File: src/rtl/ttt_game_ctrl_if.sv
// Rotary-encoder inputs and board/status outputs of the tic-tac-toe controller.
// The master side is whatever drives the encoder; the slave side is the controller.
interface ttt_game_ctrl_if;
  logic       rot_a;
  logic       rot_b;
  logic       rot_press;
  logic [7:0] square_num;
  logic [8:0] board_p1;
  logic [8:0] board_p2;
  logic       player_turn;
  logic       player_1_win;
  logic       player_2_win;
  logic       game_draw;
  logic       move_reject;

  modport master (
    output rot_a, rot_b, rot_press,
    input  square_num, board_p1, board_p2, player_turn,
    input  player_1_win, player_2_win, game_draw, move_reject
  );

  modport slave (
    input  rot_a, rot_b, rot_press,
    output square_num, board_p1, board_p2, player_turn,
    output player_1_win, player_2_win, game_draw, move_reject
  );
endinterface

File: src/rtl/ttt_game_ctrl.sv
// Two-player tic-tac-toe controller: a rotary encoder moves the cursor,
// a push marks the square, and a one-cycle check state resolves win/draw.
module ttt_game_ctrl #(
  parameter int unsigned FIRST_SQUARE = 1
) (
  input logic             clk,
  input logic             clr,
  ttt_game_ctrl_if.slave  bus
);

  localparam logic [1:0] ST_IDLE  = 2'd0;
  localparam logic [1:0] ST_PLAY  = 2'd1;
  localparam logic [1:0] ST_CHECK = 2'd2;
  localparam logic [1:0] ST_OVER  = 2'd3;

  localparam logic [3:0] FIRST_SQ = 4'(FIRST_SQUARE);

  logic [1:0] state_q, state_d;
  logic [3:0] sq_q, sq_d;
  logic [8:0] p1_q, p1_d;
  logic [8:0] p2_q, p2_d;
  logic       turn_q, turn_d;
  logic       win1_q, win1_d;
  logic       win2_q, win2_d;
  logic       draw_q, draw_d;
  logic       rej_q, rej_d;
  logic       rot_a_q, rot_a_d;
  logic       press_q, press_d;

  logic       rot_ev;
  logic       press_ev;
  logic [3:0] sq_inc;
  logic [3:0] sq_dec;
  logic [8:0] sq_onehot;
  logic [8:0] occupied;
  logic [8:0] mover_board;

  function automatic logic has_line(input logic [8:0] b);
    return ((b & 9'h007) == 9'h007) ||  // 1 2 3
           ((b & 9'h038) == 9'h038) ||  // 4 5 6
           ((b & 9'h1C0) == 9'h1C0) ||  // 7 8 9
           ((b & 9'h049) == 9'h049) ||  // 1 4 7
           ((b & 9'h092) == 9'h092) ||  // 2 5 8
           ((b & 9'h124) == 9'h124) ||  // 3 6 9
           ((b & 9'h111) == 9'h111) ||  // 1 5 9
           ((b & 9'h054) == 9'h054);    // 3 5 7
  endfunction

  assign rot_ev      = bus.rot_a & ~rot_a_q;
  assign press_ev    = bus.rot_press & ~press_q;
  assign sq_inc      = (sq_q >= 4'd9) ? 4'd1 : sq_q + 4'd1;
  assign sq_dec      = (sq_q <= 4'd1) ? 4'd9 : sq_q - 4'd1;
  assign sq_onehot   = 9'd1 << (sq_q - 4'd1);
  assign occupied    = p1_q | p2_q;
  assign mover_board = turn_q ? p2_q : p1_q;

  always_comb begin
    // NOTE: every _d gets a default before the case so no path can infer a latch.
    state_d = state_q;
    sq_d    = sq_q;
    p1_d    = p1_q;
    p2_d    = p2_q;
    turn_d  = turn_q;
    win1_d  = win1_q;
    win2_d  = win2_q;
    draw_d  = draw_q;
    rej_d   = 1'b0;
    rot_a_d = bus.rot_a;
    press_d = bus.rot_press;

    case (state_q)
      ST_IDLE: begin
        if (press_ev) begin
          sq_d    = FIRST_SQ;
          turn_d  = 1'b0;
          state_d = ST_PLAY;
        end
      end

      ST_PLAY: begin
        // The press acts on the cursor as it was before any same-cycle step.
        if (press_ev) begin
          if ((occupied & sq_onehot) != 9'd0) begin
            rej_d = 1'b1;
          end else begin
            if (turn_q) p2_d = p2_q | sq_onehot;
            else        p1_d = p1_q | sq_onehot;
            state_d = ST_CHECK;
          end
        end
        if (rot_ev) begin
          sq_d = bus.rot_b ? sq_dec : sq_inc;
        end
      end

      ST_CHECK: begin
        // Events landing here are dropped; the edge registers still track inputs.
        if (has_line(mover_board)) begin
          if (turn_q) win2_d = 1'b1;
          else        win1_d = 1'b1;
          state_d = ST_OVER;
        end else if (&occupied) begin
          draw_d  = 1'b1;
          state_d = ST_OVER;
        end else begin
          turn_d  = ~turn_q;
          state_d = ST_PLAY;
        end
      end

      ST_OVER: begin
        if (press_ev) begin
          sq_d    = 4'd0;
          p1_d    = 9'd0;
          p2_d    = 9'd0;
          turn_d  = 1'b0;
          win1_d  = 1'b0;
          win2_d  = 1'b0;
          draw_d  = 1'b0;
          state_d = ST_IDLE;
        end
      end

      default: state_d = ST_IDLE;
    endcase
  end

  always_ff @(posedge clk or posedge clr) begin
    if (clr) begin
      state_q <= ST_IDLE;
      sq_q    <= 4'd0;
      p1_q    <= 9'd0;
      p2_q    <= 9'd0;
      turn_q  <= 1'b0;
      win1_q  <= 1'b0;
      win2_q  <= 1'b0;
      draw_q  <= 1'b0;
      rej_q   <= 1'b0;
      rot_a_q <= 1'b0;
      press_q <= 1'b0;
    end else begin
      // NOTE: non-blocking so every flop samples the pre-edge _d values together.
      state_q <= state_d;
      sq_q    <= sq_d;
      p1_q    <= p1_d;
      p2_q    <= p2_d;
      turn_q  <= turn_d;
      win1_q  <= win1_d;
      win2_q  <= win2_d;
      draw_q  <= draw_d;
      rej_q   <= rej_d;
      rot_a_q <= rot_a_d;
      press_q <= press_d;
    end
  end

  assign bus.square_num   = {4'b0000, sq_q};
  assign bus.board_p1     = p1_q;
  assign bus.board_p2     = p2_q;
  assign bus.player_turn  = turn_q;
  assign bus.player_1_win = win1_q;
  assign bus.player_2_win = win2_q;
  assign bus.game_draw    = draw_q;
  assign bus.move_reject  = rej_q;

  // Outcome flags are mutually exclusive and the cursor stays within 0..9.
  a_flags_exclusive: assert property (@(posedge clk) disable iff (clr)
    !(win1_q && win2_q) && !((win1_q || win2_q) && draw_q));
  a_square_range: assert property (@(posedge clk) disable iff (clr)
    sq_q <= 4'd9);

endmodule

File: src/flat_wrapper.sv
// flat-port wrapper written by rule: the top's interface ports become plain ports
module ttt_game_ctrl_flat 
#(
  parameter int unsigned FIRST_SQUARE = 1
)
  (clk, clr, bus_rot_a, bus_rot_b, bus_rot_press, bus_square_num, bus_board_p1, bus_board_p2, bus_player_turn, bus_player_1_win, bus_player_2_win, bus_game_draw, bus_move_reject);
  ttt_game_ctrl_if bus_i ();
  input logic clk;
  input logic clr;
  input wire logic [$bits(bus_i.rot_a)-1:0] bus_rot_a;
  input wire logic [$bits(bus_i.rot_b)-1:0] bus_rot_b;
  input wire logic [$bits(bus_i.rot_press)-1:0] bus_rot_press;
  output wire logic [$bits(bus_i.square_num)-1:0] bus_square_num;
  output wire logic [$bits(bus_i.board_p1)-1:0] bus_board_p1;
  output wire logic [$bits(bus_i.board_p2)-1:0] bus_board_p2;
  output wire logic [$bits(bus_i.player_turn)-1:0] bus_player_turn;
  output wire logic [$bits(bus_i.player_1_win)-1:0] bus_player_1_win;
  output wire logic [$bits(bus_i.player_2_win)-1:0] bus_player_2_win;
  output wire logic [$bits(bus_i.game_draw)-1:0] bus_game_draw;
  output wire logic [$bits(bus_i.move_reject)-1:0] bus_move_reject;
  assign bus_i.rot_a = bus_rot_a;
  assign bus_i.rot_b = bus_rot_b;
  assign bus_i.rot_press = bus_rot_press;
  assign bus_square_num = bus_i.square_num;
  assign bus_board_p1 = bus_i.board_p1;
  assign bus_board_p2 = bus_i.board_p2;
  assign bus_player_turn = bus_i.player_turn;
  assign bus_player_1_win = bus_i.player_1_win;
  assign bus_player_2_win = bus_i.player_2_win;
  assign bus_game_draw = bus_i.game_draw;
  assign bus_move_reject = bus_i.move_reject;
  ttt_game_ctrl #(.FIRST_SQUARE(FIRST_SQUARE)) u_core (.clk(clk), .clr(clr), .bus(bus_i));
endmodule
File: config.mk
export PLATFORM = sky130hd
export DESIGN_NAME = ttt_game_ctrl_flat
export DESIGN_NICKNAME = d
export VERILOG_FILES = /design/src/rtl/ttt_game_ctrl_if.sv /design/src/rtl/ttt_game_ctrl.sv /design/src/flat_wrapper.sv
export SDC_FILE = /design/constraint.sdc
export NUM_CORES = 1
export LEC_CHECK = 0
export BUFFER_PORTS_ARGS = -buffer_cell sky130_fd_sc_hd__buf_2
export CAP_MARGIN = 30
export CORE_ASPECT_RATIO = 1.2
export CORE_MARGIN = 2
export CORE_UTILIZATION = 50
export DETAILED_ROUTE_END_ITERATION = 12
export PLACE_DENSITY = 0.72
export SETUP_SLACK_MARGIN = 0.1
export SLEW_MARGIN = 25
export SYNTH_ARGS = -nofsm -noshare
export SYNTH_HDL_FRONTEND = slang
export SYNTH_SLANG_ARGS = --single-unit
File: constraint.sdc
create_clock -name clk -period 3.73 [get_ports clk]
set_clock_uncertainty 0.05 [all_clocks]
set_input_delay 0.5595 -clock clk [delete_from_list [all_inputs] [get_ports clk]]
set_output_delay 0.5595 -clock clk [all_outputs]
set_load 0.01 [all_outputs]
# Yosys cells after proc, flatten, opt, wreduce, memory -nomap -nowiden
# Index checks and enable logic that the tools add are counted.
dict set report totals {
  ff_bits 31
  output_inout_bits 31
  word_cells 113
}
dict set report classes {
  n_addsub 2
  magnitude_cmp 2
  eq_ne 25
  shift 1
  mux 40
  n_bitwise 9
  reduce_logical 23
}
# cell count
set op_table {}
lappend op_table {{two-way mux 9 bit} 8}
lappend op_table {{case mux 9 bit (2 select lines)} 2}
lappend op_table {{bitwise OR 9 bit} 3}
lappend op_table {{equality test 3 bit (second input constant)} 8}
lappend op_table {{two-way mux 4 bit} 6}
lappend op_table {{AND reduction 4 bit} 6}
lappend op_table {{inequality test 2 x 1 -> 1 bit (second input constant)} 9}
lappend op_table {{two-way mux 1 bit} 12}
lappend op_table {{two-way mux 2 bit} 6}
lappend op_table {{case mux 4 bit (3 select lines)} 1}
lappend op_table {{inequality test 2 bit (second input constant)} 5}
lappend op_table {{AND reduction 5 bit} 2}
lappend op_table {{AND 9 bit} 1}
lappend op_table {{AND reduction 9 bit} 1}
lappend op_table {{nonzero test 9 bit} 1}
lappend op_table {{<< shifter 1 x 4 -> 9 bit (first input constant)} 1}
lappend op_table {{case mux 1 bit (2 select lines)} 4}
lappend op_table {{case mux 2 bit (4 select lines)} 1}
lappend op_table {{logical OR 1 bit} 7}
lappend op_table {{nonzero test 2 bit} 3}
lappend op_table {{adder 4 x 1 -> 4 bit (second input constant)} 1}
lappend op_table {{equality test 2 bit (second input constant)} 2}
lappend op_table {{>= comparator 4 bit (second input constant)} 1}
lappend op_table {{<= comparator 4 x 1 -> 1 bit (second input constant)} 1}
lappend op_table {{7 further kinds} 10}

# Longest topological paths before layout
# Gate-level depths: netlist (run 1).
dict set report depth {
  word_depth 11
  depth_mapped 10
}

# Worst setup path after synthesis (run 1)
# No wires, ideal clock.
dict set report synth_timing {
  kind {register to register}
  start {register u_core.sq_q[0]}
  end {register u_core.p2_q[4], in the netlist u_core.bus.board_p2[4]}
  setup_ps 121
  t_arrival_ps 2614
  t_required_ps 3559
  setup_slack_ps 945
  path_stages_with_launch 11
  cell_sequence {dfrtp_1 -> inv_1 -> ha_1 -> o21ai_0 -> nand3_1 -> a221oi_2 -> o2111ai_2 -> or3_4 -> a21o_1 -> buf_6 -> a22o_1}
}
dict set report synth_via {
  elab_chain_len 7
  elab_cells_between_ends 11
  classes_between {1 x add/sub; 1 x eq/ne; 1 x shift; 4 x mux; 2 x bitwise; 2 x reduce/logical}
}
# element line
set synth_rtl {}
lappend synth_rtl {{start, declared} ttt_game_ctrl.sv:19} ;# logic [3:0] sq_q, sq_d;
lappend synth_rtl {{start signal, assigned} ttt_game_ctrl.sv:144} ;# sq_q <= sq_d;
lappend synth_rtl {{subtractor 4 x 1 -> 4 bit (*)} ttt_game_ctrl.sv:53} ;# assign sq_onehot = 9'd1 << (sq_q - 4'd1);
lappend synth_rtl {{<< shifter 1 x 4 -> 9 bit (*)} ttt_game_ctrl.sv:53}
lappend synth_rtl {{bitwise OR 9 bit} ttt_game_ctrl.sv:86} ;# if (turn_q) p2_d = p2_q | sq_onehot;
lappend synth_rtl {{two-way mux 9 bit} ttt_game_ctrl.sv:86}
lappend synth_rtl {{two-way mux 9 bit} ttt_game_ctrl.sv:83} ;# if ((occupied & sq_onehot) != 9'd0) begin
lappend synth_rtl {{two-way mux 9 bit} ttt_game_ctrl.sv:82} ;# if (press_ev) begin
lappend synth_rtl {{case mux 9 bit (2 select lines)} ttt_game_ctrl.sv:71} ;# case (state_q)
lappend synth_rtl {{end signal, assigned} ttt_game_ctrl.sv:146} ;# p2_q <= p2_d;
lappend synth_rtl {{end, declared} ttt_game_ctrl.sv:21} ;# logic [8:0] p2_q, p2_d;
# Every way passes the cells marked *; elsewhere a longest branch is shown, timed or not. The select of a mux whose other input is x is not followed.
# A chain may end at the register's enable or synchronous reset.

# Worst setup path in the final report (run 1)
dict set report layout_timing {
  start {register u_core.sq_q[0]}
  end {register u_core.p2_q[7], in the netlist u_core.bus.board_p2[7]}
}
# The elaborated chain is that of the path after synthesis.

==> metrics, run 1 <==
post-synth top area share 37.0%; Critical Path Sink Type flop; height of the die 75.0 um; worst slew slack as a fraction of its limit 54.8%; instance count after placement with tap cells included 318; drt wl/cell 16.2 um; clock root cell sky130_fd_sc_hd__clkbuf_8; Syn Area/Cell 8.67 um2; Crit path largest cell delay 0.61 ns; slew at the pin closest to its max-slew limit 0.678 ns; post-place setup slack 0.630 ns; placement row count 25; data required time at the worst endpoint 3.85 ns; predominant post-synthesis flop cell sky130_fd_sc_hd__dfrtp_1; via count normalized by instance count 6.09; worst hold path class primary input to async pin; DIE WIDTH 63.1 um; post-route cell area 2390 um2; vias in the first global route 1,746; initial core utilization 52.8%; DRC Markers 0; run status finished clean; final hold violation count 0; Critical Path Fanout Max 13; largest net degree at the start of global routing 31; final setup violating endpoints 0; area enclosed by the die boundary 4730 um2; Highest Clock Rate 320 MHz; global-route wire length before repair 8780 um; number of port buffers 31; asr flop ratio synth 100%; count of mapped cells out of synthesis 242; area overhead of the layout relative to synthesis 13.8%; detailed-routing iteration count for the pre-antenna-repair pass 5; cell with the largest stage delay on the worst path sky130_fd_sc_hd__dfrtp_1; HPWL after detailed placement 3740 um; type of element launching the critical path flop; library cell with the largest summed area after synthesis sky130_fd_sc_hd__dfrtp_1; clock tree sinks 31; H-tree Lvls 2; CP most frequent cell sky130_fd_sc_hd__inv_1; Seq/Total Area, Yosys 37.0%; power per cell area 753 nW/um2; area of the mapped netlist 2100 um2; Peak VDD IR 0.496 mV; clock tree from TritonCTS yes; CTS buffer count 5; initial antenna violation count 0; net total in the final layout 287; number of max-capacitance violations reported 0; count of filler cells inserted in the layout 366; total of flip-flops plus latches after synthesis 31; portion of the clock cycle consumed by the worst path in the final layout 83.9%; Setup Crit Path Kind flop to flop; Via Count 1,984; Final Core Density 60.1%; CTS resizes 0; ratio of cells with drive above 1 in the final layout 19.5%; post-route worst setup slack 0.602 ns; later-pin clock latency in the skew report 0.29 ns; global router's overall resource usage 24.0%; post-route antenna net violation count 0; Worst Path Buf+Inv 2; number of library cell types mapped by synthesis 48; data arrival time of the worst path 3.25 ns; Worst path top cell family by delay compound AO/OA/AOI/OAI gates; number of design-rule violations left by the first detailed-router iteration 203; leading cell types in the layout, fill and taps excluded sky130_fd_sc_hd__buf_2, sky130_fd_sc_hd__dfrtp_1, sky130_fd_sc_hd__o21ai_0, sky130_fd_sc_hd__nand2_1, sky130_fd_sc_hd__a21oi_1; Max clock buf depth 2; IO Pins 36; Tmin final 3.13 ns; Floorplan Core Area 3970 um2; Post-CTS Setup Repair Bufs 0; number of flops mapped to enable cells by yosys 0; static leakage power 1.08 nW; placed inst area 2270 um2; cell-by-cell trace of the critical path inv_1, ha_1, inv_1, o21ai_0, o221ai_1, o2111ai_2, or3_4, a21o_1, a22o_1; final standard cell count with taps included and fillers excluded 326; Final TNS setup 0 ns; number of buffers inserted by hold repair at cts 0; CTS clk-pin slew, worst paths 0.07 ns; post-route worst hold slack 0.292 ns; DRT Wirelength 5280 um; Final Max Slew Viols 0; aggregate global routing overflow 0; total power after layout 1.80 mW; antenna diode count 0; RD Place Congestion 0.913; setup repair after global routing missed its margin false; warning count from the yosys run 0; cells taking the most area after synthesis sky130_fd_sc_hd__dfrtp_1, sky130_fd_sc_hd__a22o_1, sky130_fd_sc_hd__ha_1, sky130_fd_sc_hd__o21ai_0, sky130_fd_sc_hd__a21oi_1
registers in the layout, indices dropped and copies added (netlist names):
name	cells
u_core.bus.board_p1	9
u_core.rot_a_q	1
u_core.bus.move_reject	1
u_core.state_q	2
u_core.press_q	1
u_core.bus.player_turn	1
u_core.bus.player_1_win	1
u_core.bus.board_p2	9
u_core.sq_q	4
u_core.bus.game_draw	1
u_core.bus.player_2_win	1
synth_stat cells, types with 2 or more instances:
master,count
sky130_fd_sc_hd__nor3_1,5
sky130_fd_sc_hd__a221oi_2,2
sky130_fd_sc_hd__a21boi_0,3
sky130_fd_sc_hd__nor2b_1,6
sky130_fd_sc_hd__ha_1,11
sky130_fd_sc_hd__o2111ai_1,2
sky130_fd_sc_hd__nand3_1,5
sky130_fd_sc_hd__a31oi_1,6
sky130_fd_sc_hd__buf_4,4
sky130_fd_sc_hd__nor2_1,15
sky130_fd_sc_hd__nand2b_1,3
sky130_fd_sc_hd__a222oi_1,2
sky130_fd_sc_hd__o22ai_1,5
sky130_fd_sc_hd__inv_1,14
sky130_fd_sc_hd__a22o_1,16
sky130_fd_sc_hd__nand2_1,24
sky130_fd_sc_hd__a211o_1,2
sky130_fd_sc_hd__nor3_2,2
sky130_fd_sc_hd__nor4_1,4
sky130_fd_sc_hd__buf_1,2
sky130_fd_sc_hd__a21oi_1,23
sky130_fd_sc_hd__o21ai_0,25
sky130_fd_sc_hd__clkbuf_1,6
sky130_fd_sc_hd__dfrtp_1,31
area by class of cell:
cell class              instances  area (um2)  area share (%)
multi-input cells             186        1200            50.4
inverters                      14        52.6            2.20
well taps                      54        67.6            2.83
clock inverters                 2        35.0            1.47
repair buffers                 33         170            7.12
clock buffers                   6        82.6            3.46
flip-flops and latches         31         776            32.5
power breakdown:
part | internal, mW | switching [mW] | total (mW)
Clock | 0.216 | 0.133 | 0.349
Sequential | 0.414 | 0.161 | 0.574
Combinational | 0.344 | 0.531 | 0.874
final timing paths:
kind                                                startpoint                                   to  slack (ns)  cells after the start
min reg2reg                u_core.bus.player_1_win$_DFFE_PP0P_  u_core.bus.player_1_win$_DFFE_PP0P_        0.49                      2
min in group clk                                     bus_rot_a             u_core.rot_a_q$_DFF_PP0_        0.34                      1
max                                 u_core.sq_q[0]$_DFFE_PP0P_   u_core.bus.board_p2[7]$_DFFE_PP0P_        0.60                      9
min                                                        clr   u_core.bus.board_p1[5]$_DFFE_PP0P_        0.29                      2
max in group asynchronous                                  clr   u_core.bus.board_p2[4]$_DFFE_PP0P_        2.85                      3
max reg2reg                         u_core.sq_q[0]$_DFFE_PP0P_   u_core.bus.board_p2[7]$_DFFE_PP0P_        0.60                      9
cell families (layout without fill, tap and decap cells):
logic type	Yosys count	in the layout	synth area share [%]
other cells	1	4	0.179
fa+ha+maj	11	11	6.56
mux	2	2	1.01
compound gates	100	100	32.3
buf+inv	28	55	6.14
simple gates	69	69	16.8
flops	31	31	37.0
per-layer routing:
metal / routed length, um / GRT usage (%) / up-vias / part of all wire (%)
met5: 0 / 0 / - / 0
met3: 316 / 4.48 / 18 / 6.0
met4: 161 / 11.1 / 0 / 3.0
met2: 2510 / 39.4 / 91 / 48
met1: 2290 / 31.3 / 931 / 43
li1: - / - / 944 / -
No activity file was read; power rests on OpenSTA's default activity.
==> run 2, diff against run 1 <==
Settings changed: ABC_AREA set to 1, PLACE_DENSITY 0.72 to 0.74.
Clock period 3.73 ns to 2.7 ns, I/O delays scaled along.
==> run 2 against run 1 <==
- combinational power grew to 2.6 times the previous value
- clock-buffer cell count is 1 higher
- worst hold slack got worse by 0.15 ns
- setup slack got worse by 0.14 ns
- sequential share of layout area down 3.3 points
- non-clock buffer count rose by 4
- via count grew 16%
- cell count grew 37%
- critical path depth increased by 5
- sequential power grew 49%
- first-iteration DRC count is 14% higher
- global-route usage fell by 0.29 points
==> metrics, run 2 <==
Final Max Slew Viols 0 (unchanged); Crit path largest cell delay 0.45 ns (-0.16 ns); library cell with the largest summed area after synthesis sky130_fd_sc_hd__dfrtp_1; clock tree sinks 31 (unchanged); final setup violating endpoints 0 (unchanged); leading cell types in the layout, fill and taps excluded sky130_fd_sc_hd__nand2_1, sky130_fd_sc_hd__inv_1, sky130_fd_sc_hd__nand3_1, sky130_fd_sc_hd__buf_2, sky130_fd_sc_hd__dfrtp_1; data arrival time of the worst path 2.36 ns (-0.89 ns); instance count after placement with tap cells included 437 (+37%); cells taking the most area after synthesis sky130_fd_sc_hd__dfrtp_1, sky130_fd_sc_hd__nand2_1, sky130_fd_sc_hd__nand3_1, sky130_fd_sc_hd__inv_1, sky130_fd_sc_hd__ha_1; initial antenna violation count 0 (unchanged); later-pin clock latency in the skew report 0.28 ns (about the same); aggregate global routing overflow 0 (unchanged); number of max-capacitance violations reported 0 (unchanged); detailed-routing iteration count for the pre-antenna-repair pass 4 (-1); clock root cell sky130_fd_sc_hd__clkbuf_8; Via Count 2,300 (+16%); IO Pins 36 (unchanged); ratio of cells with drive above 1 in the final layout 16.3% (-3.2 points); met3 WL post-DR 249 um (-21%); final standard cell count with taps included and fillers excluded 445 (+37%); asr flop ratio synth 100% (unchanged); Worst path top cell family by delay simple AND/OR/NAND/NOR gates; number of design-rule violations left by the first detailed-router iteration 231 (+14%); Max clock buf depth 2 (unchanged); cell with the largest stage delay on the worst path sky130_fd_sc_hd__dfrtp_1; post-route antenna net violation count 0 (unchanged); footprint of the multi-input gates 1370 um2 (+14%); slew at the pin closest to its max-slew limit 0.504 ns (-0.174 ns); area enclosed by the die boundary 5340 um2 (+13%); final hold violation count 0 (unchanged); CTS clk-pin slew, worst paths 0.07 ns (about the same); setup repair after global routing missed its margin false; number of library cell types mapped by synthesis 34 (-29%); worst slew slack as a fraction of its limit 66.3% (+11 points); post-route worst hold slack 0.144 ns (-0.148 ns); count of mapped cells out of synthesis 352 (+45%); Critical Path Sink Type flop; sequential cell area 776 um2 (unchanged); Final TNS setup 0 ns (unchanged); Floorplan Core Area 4590 um2 (+16%); number of flops mapped to enable cells by yosys 0 (unchanged); Peak VDD IR 0.627 mV (+26%); via count normalized by instance count 5.17 (-15%); clock tree from TritonCTS yes; most common cell after layout, fill and taps aside sky130_fd_sc_hd__nand2_1; Critical Path Fanout Max 9 (-4); post-synth top area share 32.6% (-4.4 points); DIE WIDTH 67.0 um (+6.1%); total of flip-flops plus latches after synthesis 31 (unchanged); drt wl/cell 13.1 um (-19%); uppermost routed layer met4; static leakage power 1.49 nW (+38%); area of the mapped netlist 2380 um2 (+14%); warning count from the yosys run 0 (unchanged); cell-by-cell trace of the critical path inv_1, ha_1, inv_1, nand2_1, nand2_1, nor2_1, nand3_1, nand2_1, nor2_1, nand3_2, nand2_4, nand3_4, nand2_1, nand2_1; RD Place Congestion 0.924 (+1.3%); height of the die 79.6 um (+6.2%); type of element launching the critical path flop; H-tree Lvls 2 (unchanged); CTS buffer count 5 (unchanged); net total in the final layout 402 (+40%); worst hold path class primary input to async pin; number of port buffers 31 (unchanged); Post-CTS Setup Repair Bufs 0 (unchanged); largest net degree at the start of global routing 32 (+3.2%); WL met2 2930 um (+17%); global-route wire length before repair 9700 um (+10%); antenna diode count 0 (unchanged); Worst Path Buf+Inv 2 (unchanged); most frequent cell after synthesis sky130_fd_sc_hd__nand2_1; HPWL after detailed placement 4260 um (+14%); DRT Wirelength 5810 um (+10%); initial core utilization 51.9% (-0.97 points); count of filler cells inserted in the layout 481 (+31%); global router's overall resource usage 23.7% (-0.29 points); run status finished clean; Highest Clock Rate 446 MHz (+40%); Seq/Total Area, Yosys 32.6% (-4.4 points); Setup Crit Path Kind flop to flop; data required time at the worst endpoint 2.82 ns (-1.03 ns); commonest cells in the synthesized netlist sky130_fd_sc_hd__nand2_1, sky130_fd_sc_hd__inv_1, sky130_fd_sc_hd__nand3_1; placement row count 27 (+8.0%); predominant post-synthesis flop cell sky130_fd_sc_hd__dfrtp_1; DRC Markers 0 (unchanged); Syn Area/Cell 6.77 um2 (-22%); routed length on met1 2570 um (+12%); CP most frequent cell sky130_fd_sc_hd__nand2_1; vias in the first global route 2,047 (+17%); Tmin final 2.24 ns (-0.887 ns); number of gates on the worst path with buffers counted 14 (+5); portion of the clock cycle consumed by the worst path in the final layout 83.0% (-0.86 points); area overhead of the layout relative to synthesis 11.7%; power per cell area 1310 nW/um2 (+75%); R2R depth 14 (+5)
run 2: logic make-up (layout without fill, tap and decap cells):
group | after synthesis | in the layout | share of synthesized area [%]
AOI/OAI and AO/OA | 46 | 46 | 12.0
adders and majority gates | 11 | 11 | 5.78
xor gates and xnor gates | 2 | 2 | 0.735
and+or+nand+nor | 205 | 205 | 38.1
buffers and inverters | 56 | 88 | 10.7
DFF | 31 | 31 | 32.6
other | 1 | 4 | 0.157
run 2: stage by stage:
stage	utilization [%]	setup slack (ns)	instance area [um2]	power [mW]
floorplan	-	0.677	2390	2.57
global placement	56.0	0.446	2570	3.08
detailed placement	56.0	0.396	2570	3.12
CTS	57.8	0.385	2660	3.49
global route	57.9	0.149	2660	3.86
finish	57.9	0.459	2660	3.49
run 2: worst register-to-register path, delay by kind of cell, from the launching register on:
kind | cells | cell delay [ns]
adder cells (fa/ha/maj) | 1 | 0.28
buffers and inverters | 2 | 0.26
flip-flops | 1 | 0.45
AND/OR/NAND/NOR | 11 | 1.10
run 2: cell type report:
cell class / count / share of cell area (%)
clock inverters: 1 / 0.188
inverters: 43 / 6.07
well taps: 58 / 2.73
clock buffers: 7 / 2.87
flip-flops and latches: 31 / 29.2
repair buffers: 37 / 7.53
multi-input cells: 268 / 51.5
run 2: power breakdown:
part	total (mW)	switching [mW]	internal (mW)
Combinational	2.28	1.50	0.782
Clock	0.357	0.176	0.181
Sequential	0.853	0.208	0.646
run 2: path summary, 6_finish.rpt:
path	from	to	slack, ns
min in group clk	bus_rot_press	u_core.press_q$_DFF_PP0_	0.19
worst max register to register	u_core.sq_q[0]$_DFFE_PP0P_	u_core.bus.board_p2[4]$_DFFE_PP0P_	0.46
worst min-delay path	clr	u_core.bus.move_reject$_DFF_PP0_	0.14
worst max-delay path	u_core.sq_q[0]$_DFFE_PP0P_	u_core.bus.board_p2[4]$_DFFE_PP0P_	0.46
worst min register to register	u_core.bus.player_2_win$_DFFE_PP0P_	u_core.bus.player_2_win$_DFFE_PP0P_	0.43
max in group asynchronous	clr	u_core.bus.board_p2[4]$_DFFE_PP0P_	2.16
run 2: per-layer routing:
| metal | up-vias | track usage, % |
|---|---|---|
| met3 | 6 | 3.39 |
| met2 | 59 | 39.4 |
| li1 | 1174 | - |
| met4 | 0 | 6.73 |
| met1 | 1061 | 31.8 |
| met5 | - | 0 |
run 2: timing repair:
item	in CTS	in global routing
endpoints found under the hold margin	0	0
gates resized for setup	0	1
endpoints found under the setup margin	0	19
hold buffers	0	0
